[src/rtl/mul_appr_pkg.sv]
// Shared types and helpers for the sequential radix-4 Booth multiplier.
// booth_ref is a 64-bit behavioural model valid for WIDTH <= 32.
package mul_appr_pkg;

  typedef enum logic [1:0] {
    IDLE = 2'd0,
    CALC = 2'd1,
    DONE = 2'd2
  } state_t;

  typedef struct packed {
    logic neg;
    logic one;
    logic two;
  } booth_digit_t;

  // bits = {b[2i+1], b[2i], b[2i-1]}
  function automatic booth_digit_t booth_decode(input logic [2:0] bits);
    booth_digit_t d;
    d.one = bits[1] ^ bits[0];
    d.two = (bits[2] & ~bits[1] & ~bits[0]) | (~bits[2] & bits[1] & bits[0]);
    d.neg = bits[2] & ~(bits[1] & bits[0]);
    return d;
  endfunction

  // Truncated-partial-product product; cols = 0 yields the exact product.
  function automatic longint booth_ref(input longint a, input longint b, input int width,
                                       input int shift, input int cols);
    longint acc;
    longint pp;
    int     d;
    int     pw;
    acc = 0;
    pw  = 2 * width;
    for (int i = 0; i < width / 2; i++) begin
      d = -2 * int'((b >>> (2 * i + 1)) & 1) + int'((b >>> (2 * i)) & 1);
      if (i > 0) d = d + int'((b >>> (2 * i - 1)) & 1);
      pp = (longint'(d) * a) <<< (2 * i);
      if (cols >= 64) pp = 0;
      else if (cols > 0) pp = pp & ~((longint'(1) << cols) - 1);
      acc = acc + pp;
    end
    if (pw < 64) acc = (acc <<< (64 - pw)) >>> (64 - pw);
    return acc >>> shift;
  endfunction

endpackage

[src/rtl/mul_appr_booth_seq_pp.sv]
// Radix-4 Booth partial-product generator: decodes one digit, scales the
// sign-extended multiplicand, shifts it to its column and optionally truncates.
module booth_r4_pp
  import mul_appr_pkg::*;
#(
  parameter int WIDTH     = 16,
  parameter int APPR_COLS = 16,
  parameter int IDX_W     = 4
) (
  input  logic [2:0]         bits_i,
  input  logic [WIDTH-1:0]   a_i,
  input  logic [IDX_W-1:0]   idx_i,
  input  logic               appr_en_i,
  output logic [2*WIDTH-1:0] pp_o
);

  localparam int PW = 2 * WIDTH;
  localparam logic [PW-1:0] LOW_MASK =
      (APPR_COLS == 0) ? '0 : ({PW{1'b1}} >> (PW - APPR_COLS));

  booth_digit_t  dig;
  logic [PW-1:0] a_ext;
  logic [PW-1:0] mag;
  logic [PW-1:0] signed_pp;
  logic [PW-1:0] shifted;

  // -2 * (-2^(WIDTH-1)) = 2^WIDTH still fits because everything is 2*WIDTH wide.
  always_comb begin
    dig       = booth_decode(bits_i);
    a_ext     = {{WIDTH{a_i[WIDTH-1]}}, a_i};
    mag       = '0;
    if (dig.one)      mag = a_ext;
    else if (dig.two) mag = a_ext << 1;
    signed_pp = dig.neg ? (~mag + 1'b1) : mag;
    shifted   = signed_pp << {idx_i, 1'b0};
    pp_o      = appr_en_i ? (shifted & ~LOW_MASK) : shifted;
  end

endmodule

[src/rtl/mul_appr_booth_seq.sv]
// Iterative radix-4 Booth signed multiplier with per-operation approximate mode,
// valid/ready on both sides and an arithmetic output shift of SHIFT_WIDTH.
module mul_appr_booth_seq
  import mul_appr_pkg::*;
#(
  parameter int WIDTH       = 16,
  parameter int SHIFT_WIDTH = 8,
  parameter int APPR_COLS   = 16
) (
  input  logic               clk,
  input  logic               rst_n,
  input  logic               in_valid,
  output logic               in_ready,
  input  logic [WIDTH-1:0]   a,
  input  logic [WIDTH-1:0]   b,
  input  logic               appr_en,
  output logic               out_valid,
  input  logic               out_ready,
  output logic [2*WIDTH-1:0] out,
  output logic               busy
);

  localparam int N     = WIDTH / 2;
  localparam int PW    = 2 * WIDTH;
  localparam int CNT_W = $clog2(N + 1);

  state_t                   state_q, state_d;
  logic [CNT_W-1:0]         cnt_q, cnt_d;
  logic [PW-1:0]            acc_q, acc_d;
  logic signed [WIDTH-1:0]  a_q, a_d;
  logic signed [WIDTH-1:0]  b_q, b_d;
  logic                     appr_q, appr_d;
  logic [PW-1:0]            out_q, out_d;

  logic [WIDTH+2:0]         b_ext;
  logic [2:0]               digit_bits;
  logic [PW-1:0]            pp;

  // b[-1] = 0 on the right; extra sign bits keep the cnt == N select in range.
  assign b_ext      = {{2{b_q[WIDTH-1]}}, b_q, 1'b0};
  assign digit_bits = b_ext[{cnt_q, 1'b0} +: 3];

  booth_r4_pp #(
    .WIDTH    (WIDTH),
    .APPR_COLS(APPR_COLS),
    .IDX_W    (CNT_W)
  ) u_pp (
    .bits_i   (digit_bits),
    .a_i      (a_q),
    .idx_i    (cnt_q),
    .appr_en_i(appr_q),
    .pp_o     (pp)
  );

  always_comb begin
    // NOTE: every _d gets its hold value first, so no branch can infer a latch.
    state_d = state_q;
    cnt_d   = cnt_q;
    acc_d   = acc_q;
    a_d     = a_q;
    b_d     = b_q;
    appr_d  = appr_q;
    out_d   = out_q;
    case (state_q)
      IDLE: begin
        if (in_valid) begin
          a_d     = a;
          b_d     = b;
          appr_d  = appr_en;
          acc_d   = '0;
          cnt_d   = '0;
          state_d = CALC;
        end
      end
      CALC: begin
        // Digits occupy cnt 0..N-1; cnt == N is the extra cycle that scales acc.
        if (cnt_q == CNT_W'(N)) begin
          out_d   = $signed(acc_q) >>> SHIFT_WIDTH;
          state_d = DONE;
        end else begin
          acc_d = acc_q + pp;
          cnt_d = cnt_q + 1'b1;
        end
      end
      DONE: begin
        if (out_ready) state_d = IDLE;
      end
      default: state_d = IDLE;
    endcase
  end

  // NOTE: non-blocking assignments so every register samples pre-edge values.
  always_ff @(posedge clk or negedge rst_n) begin
    if (!rst_n) begin
      state_q <= IDLE;
      cnt_q   <= '0;
      acc_q   <= '0;
      a_q     <= '0;
      b_q     <= '0;
      appr_q  <= 1'b0;
      out_q   <= '0;
    end else begin
      state_q <= state_d;
      cnt_q   <= cnt_d;
      acc_q   <= acc_d;
      a_q     <= a_d;
      b_q     <= b_d;
      appr_q  <= appr_d;
      out_q   <= out_d;
    end
  end

  assign in_ready  = (state_q == IDLE);
  assign out_valid = (state_q == DONE);
  assign busy      = (state_q != IDLE);
  assign out       = out_q;

  a_result_matches_ref : assert property (
    @(posedge clk) disable iff (!rst_n)
    (state_q == CALC && cnt_q == CNT_W'(N)) |=>
      (out_q == PW'(booth_ref(longint'(a_q), longint'(b_q), WIDTH, SHIFT_WIDTH,
                              appr_q ? APPR_COLS : 0)))
  );

endmodule

[config.mk]
export PLATFORM = sky130hd
export DESIGN_NAME = mul_appr_booth_seq
export DESIGN_NICKNAME = d
export VERILOG_FILES = /design/src/rtl/mul_appr_pkg.sv /design/src/rtl/mul_appr_booth_seq_pp.sv /design/src/rtl/mul_appr_booth_seq.sv
export SDC_FILE = /design/constraint.sdc
export NUM_CORES = 1
export LEC_CHECK = 0
export ABC_AREA = 1
export BUFFER_PORTS_ARGS = -buffer_cell sky130_fd_sc_hd__buf_2
export CAP_MARGIN = 15
export CORE_MARGIN = 2
export CORE_UTILIZATION = 55
export CTS_BUF_LIST = sky130_fd_sc_hd__clkbuf_16
export CTS_CLUSTER_SIZE = 24
export DETAILED_ROUTE_END_ITERATION = 8
export PLACE_DENSITY_LB_ADDON = 0.12
export SLEW_MARGIN = 15
export SYNTH_ARGS = -nofsm -noshare
export SYNTH_HDL_FRONTEND = slang
export SYNTH_SLANG_ARGS = --single-unit
[constraint.sdc]
create_clock -name clk -period 6.07 [get_ports clk]
set_input_delay 0.607 -clock clk [delete_from_list [all_inputs] [get_ports clk]]
set_output_delay 0.607 -clock clk [all_outputs]
set_load 0.005 [all_outputs]
==> summary.md <==
| Metric | Value |
|---|---|
| Core footprint | `0.01314 mm²` |
| Final setup fails | `0` |
| Hold_ws | `approximately 0.24 ns` |
| CP peak stage delay | `roughly 0.47 ns` |
| Vias in the first global route | `6,530` |
| Via Count | `7,142` |
| Post-synth cell types | `57` |
| Post-synth ARST share | `1.000` |
| Count leader, synth | `nand2_1` |
| Final wirelength | `18,790 µm` |
| I/O Buffers | `71` |
| Final worst path period share | `0.9107` |
| Post-Syn Instances | `1,094` |
| Antenna Cells | `0` |
| Area growth syn-to-layout | `11.01%` |
| Share of cells above drive strength 1 | `0.1374` |
| Worst-path fanout max | `20` |
| Worst Setup End Kind | `register` |
| Post-synthesis sequential area ratio | `0.3233` |
| Via/cell ratio | `around 5.4` |
| Worst min-delay path class | `input port to async pin` |
| CP startpoint kind | `register` |
| CTS tree | `done` |
| Synth cell count leaders | `nand2_1, inv_1, dfrtp_1` |
| Die Ht | `119.6 µm` |
| Die width | `119.6 µm` |
| Most frequent CP cell | `nand2_1` |
| Max Clock Freq | `180.9 MHz` |
| R2r setup slk | `0.54 ns` |
| Total grt overflow | `0` |
| # IOs | `72` |
| Syn Nets | `1,168` |
| Net count reported at finish | `around 1.2k` |
| CP required | `6.36 ns` |
| Slowest cell on the critical path | `dfrtp_2` |
| Routability cong. | `0.9825` |
| Worst Path Arrival | `5.82 ns` |
| Synth warn | `0` |
| Post-route ant nets | `0` |
| Top cell type by total area after synthesis | `dfrtp_1` |
| Reg clk slew, reported paths | `0.06 ns` |
| Worst-Margin Slew | `1.054 ns` |
| WS Path Type | `register to register` |
| Share of the synthesized area in the top cell type | `0.3233` |
| Core Rows | `42` |
| Sink Count | `95` |
| Placement Cell Area | `0.007796 mm²` |
| Largest net degree at the start of global routing | `50` |
| Max cap viols | `0` |
| Clock skew | `between 0.006 and 0.007 ns` |
| Min Clock Period, post-route | `5.528 ns` |
| Clock Tree Root | `clkbuf_16` |
| Rel. slew slack | `0.2963` |
| Post-synthesis area per instance | `6.721 µm²` |
| Total iterations of the first detailed-routing run | `5` |
| Mapped Area | `0.007353 mm²` |
| First-pass GRT wire length | `32,020 µm` |
| Routed length per placed instance | `14.17 µm` |
| Area contributors post-synth | `dfrtp_1, nand2_1, ha_1, nand3_1, o21ai_0` |
| Post-detail-place hpwl | `14,320 µm` |
| Setup_tns | `0 ns` |
| Skew-Pair Late Insertion Delay | `between 0.3 and 0.4 ns` |
| Seq cells post-synth | `95` |
| CTS buffer count | `9` |
| Clk buf depth | `2` |
| H-Tree Depth | `3` |
| Final-report hold violation count | `0` |
| Count of flip-flops with a built-in enable after synthesis | `0` |
| GR Util All Layers | `0.2786` |
| Initial antenna violation count | `0` |
| Die area | `0.01431 mm²` |
| Pins Over Slew Limit | `0` |
| Fillers | `1,255` |
| Ys flop type | `dfrtp_1` |
| Final core area utilization | `0.6213` |
| Status | `finished, final reports clean` |
| Initial drt markers | `661` |
| Drt drc | `0` |
| Post-layout instance area | `0.008163 mm²` |
| Initial core utilization | `0.5597` |
## timing repair
item	in CTS	in global routing
setup endpoints to repair	4	10
hold endpoints to repair	0	0
hold buffers	0	0
setup buffers	0	3
pin swaps	0	1
resized for setup	3	13
## sequential cells by signal, summed over array words and instances, names as in the netlist
signal and count:
a_q 16, acc_q 32, appr_q 1, b_q 16
cnt_q 4, out 24, state_q 2
## layout make-up
type / instances / area [µm²] / share of cell area
clock buffer: 9 / 225.2 / 0.02759
clock inverter: 7 / 88.84 / 0.01088
inverter: 106 / 400.4 / 0.04905
multi-input combinational: 840 / 4328 / 0.5302
sequential: 95 / 2380 / 0.2915
tap: 176 / 220.2 / 0.02698
timing repair buffer: 93 / 520.5 / 0.06376
## placed cells by master, fill, tap and decap left out, drive strengths merged, types with 2 or more instances in the layout
| cell type | n |
|---|---|
| dfrtp | 95 |
| inv | 106 |
| a32o | 2 |
| o31ai | 11 |
| buf | 93 |
| or2 | 9 |
| bufinv | 2 |
| nand2 | 371 |
| nor2 | 87 |
| o21bai | 3 |
| xor2 | 15 |
| nor3 | 8 |
| ha | 36 |
| nand4 | 3 |
| clkinv | 4 |
| a21boi | 8 |
| o21a | 4 |
| clkbuf | 9 |
| nor4 | 4 |
| a21o | 2 |
| xnor2 | 3 |
| nand3b | 9 |
| o21ai | 102 |
| a31oi | 4 |
| nand3 | 84 |
| o22ai | 11 |
| a21oi | 55 |
## kinds of logic after synthesis
group | after synthesis | share of synthesized area
flops | 95 | 0.3233
compound gates | 208 | 0.1628
mux | 1 | 0.001361
simple gates | 576 | 0.3349
fa+ha+maj | 37 | 0.06398
buf+inv | 159 | 0.09222
xor+xnor | 18 | 0.02144
## critical path: cells and delay by family (launching register included)
family | cells | cell delay (ns)
flops | 1 | 0.47
xor+xnor | 1 | 0.16
fa+ha+maj | 3 | 0.78
buf+inv | 8 | 0.83
compound gates | 14 | 1.83
simple gates | 17 | 1.40
## through the flow
stage	instances	setup slack [ns]
finish	1326	0.5422
global route	1326	-0.02508
CTS	1323	0.1003
detailed placement	1307	-0.1465
global placement	1307	0.001899
floorplan	1094	0.6329
## metal layers
layer / wire [µm] / share of wire / track usage
met5: 0 / 0 / 0
met1: 9421 / 0.50 / 0.4277
met3: 1135 / 0.060 / 0.03517
met2: 7992 / 0.43 / 0.4132
met4: 240 / 0.013 / 0.07426
## final timing paths
path                       startpoint         end  depth (start not counted)
max                          cnt_q[0]   acc_q[27]                         43
min                             rst_n      a_q[7]                          1
max reg2reg                  cnt_q[0]   acc_q[27]                         43
min reg2reg                   out[18]     out[18]                          2
max in group asynchronous       rst_n    cnt_q[1]                          2
min in group clk            out_ready  state_q[1]                          2
Power is not shown: default switching activity piles up to over one toggle a cycle in this logic, so the estimate is an artifact.
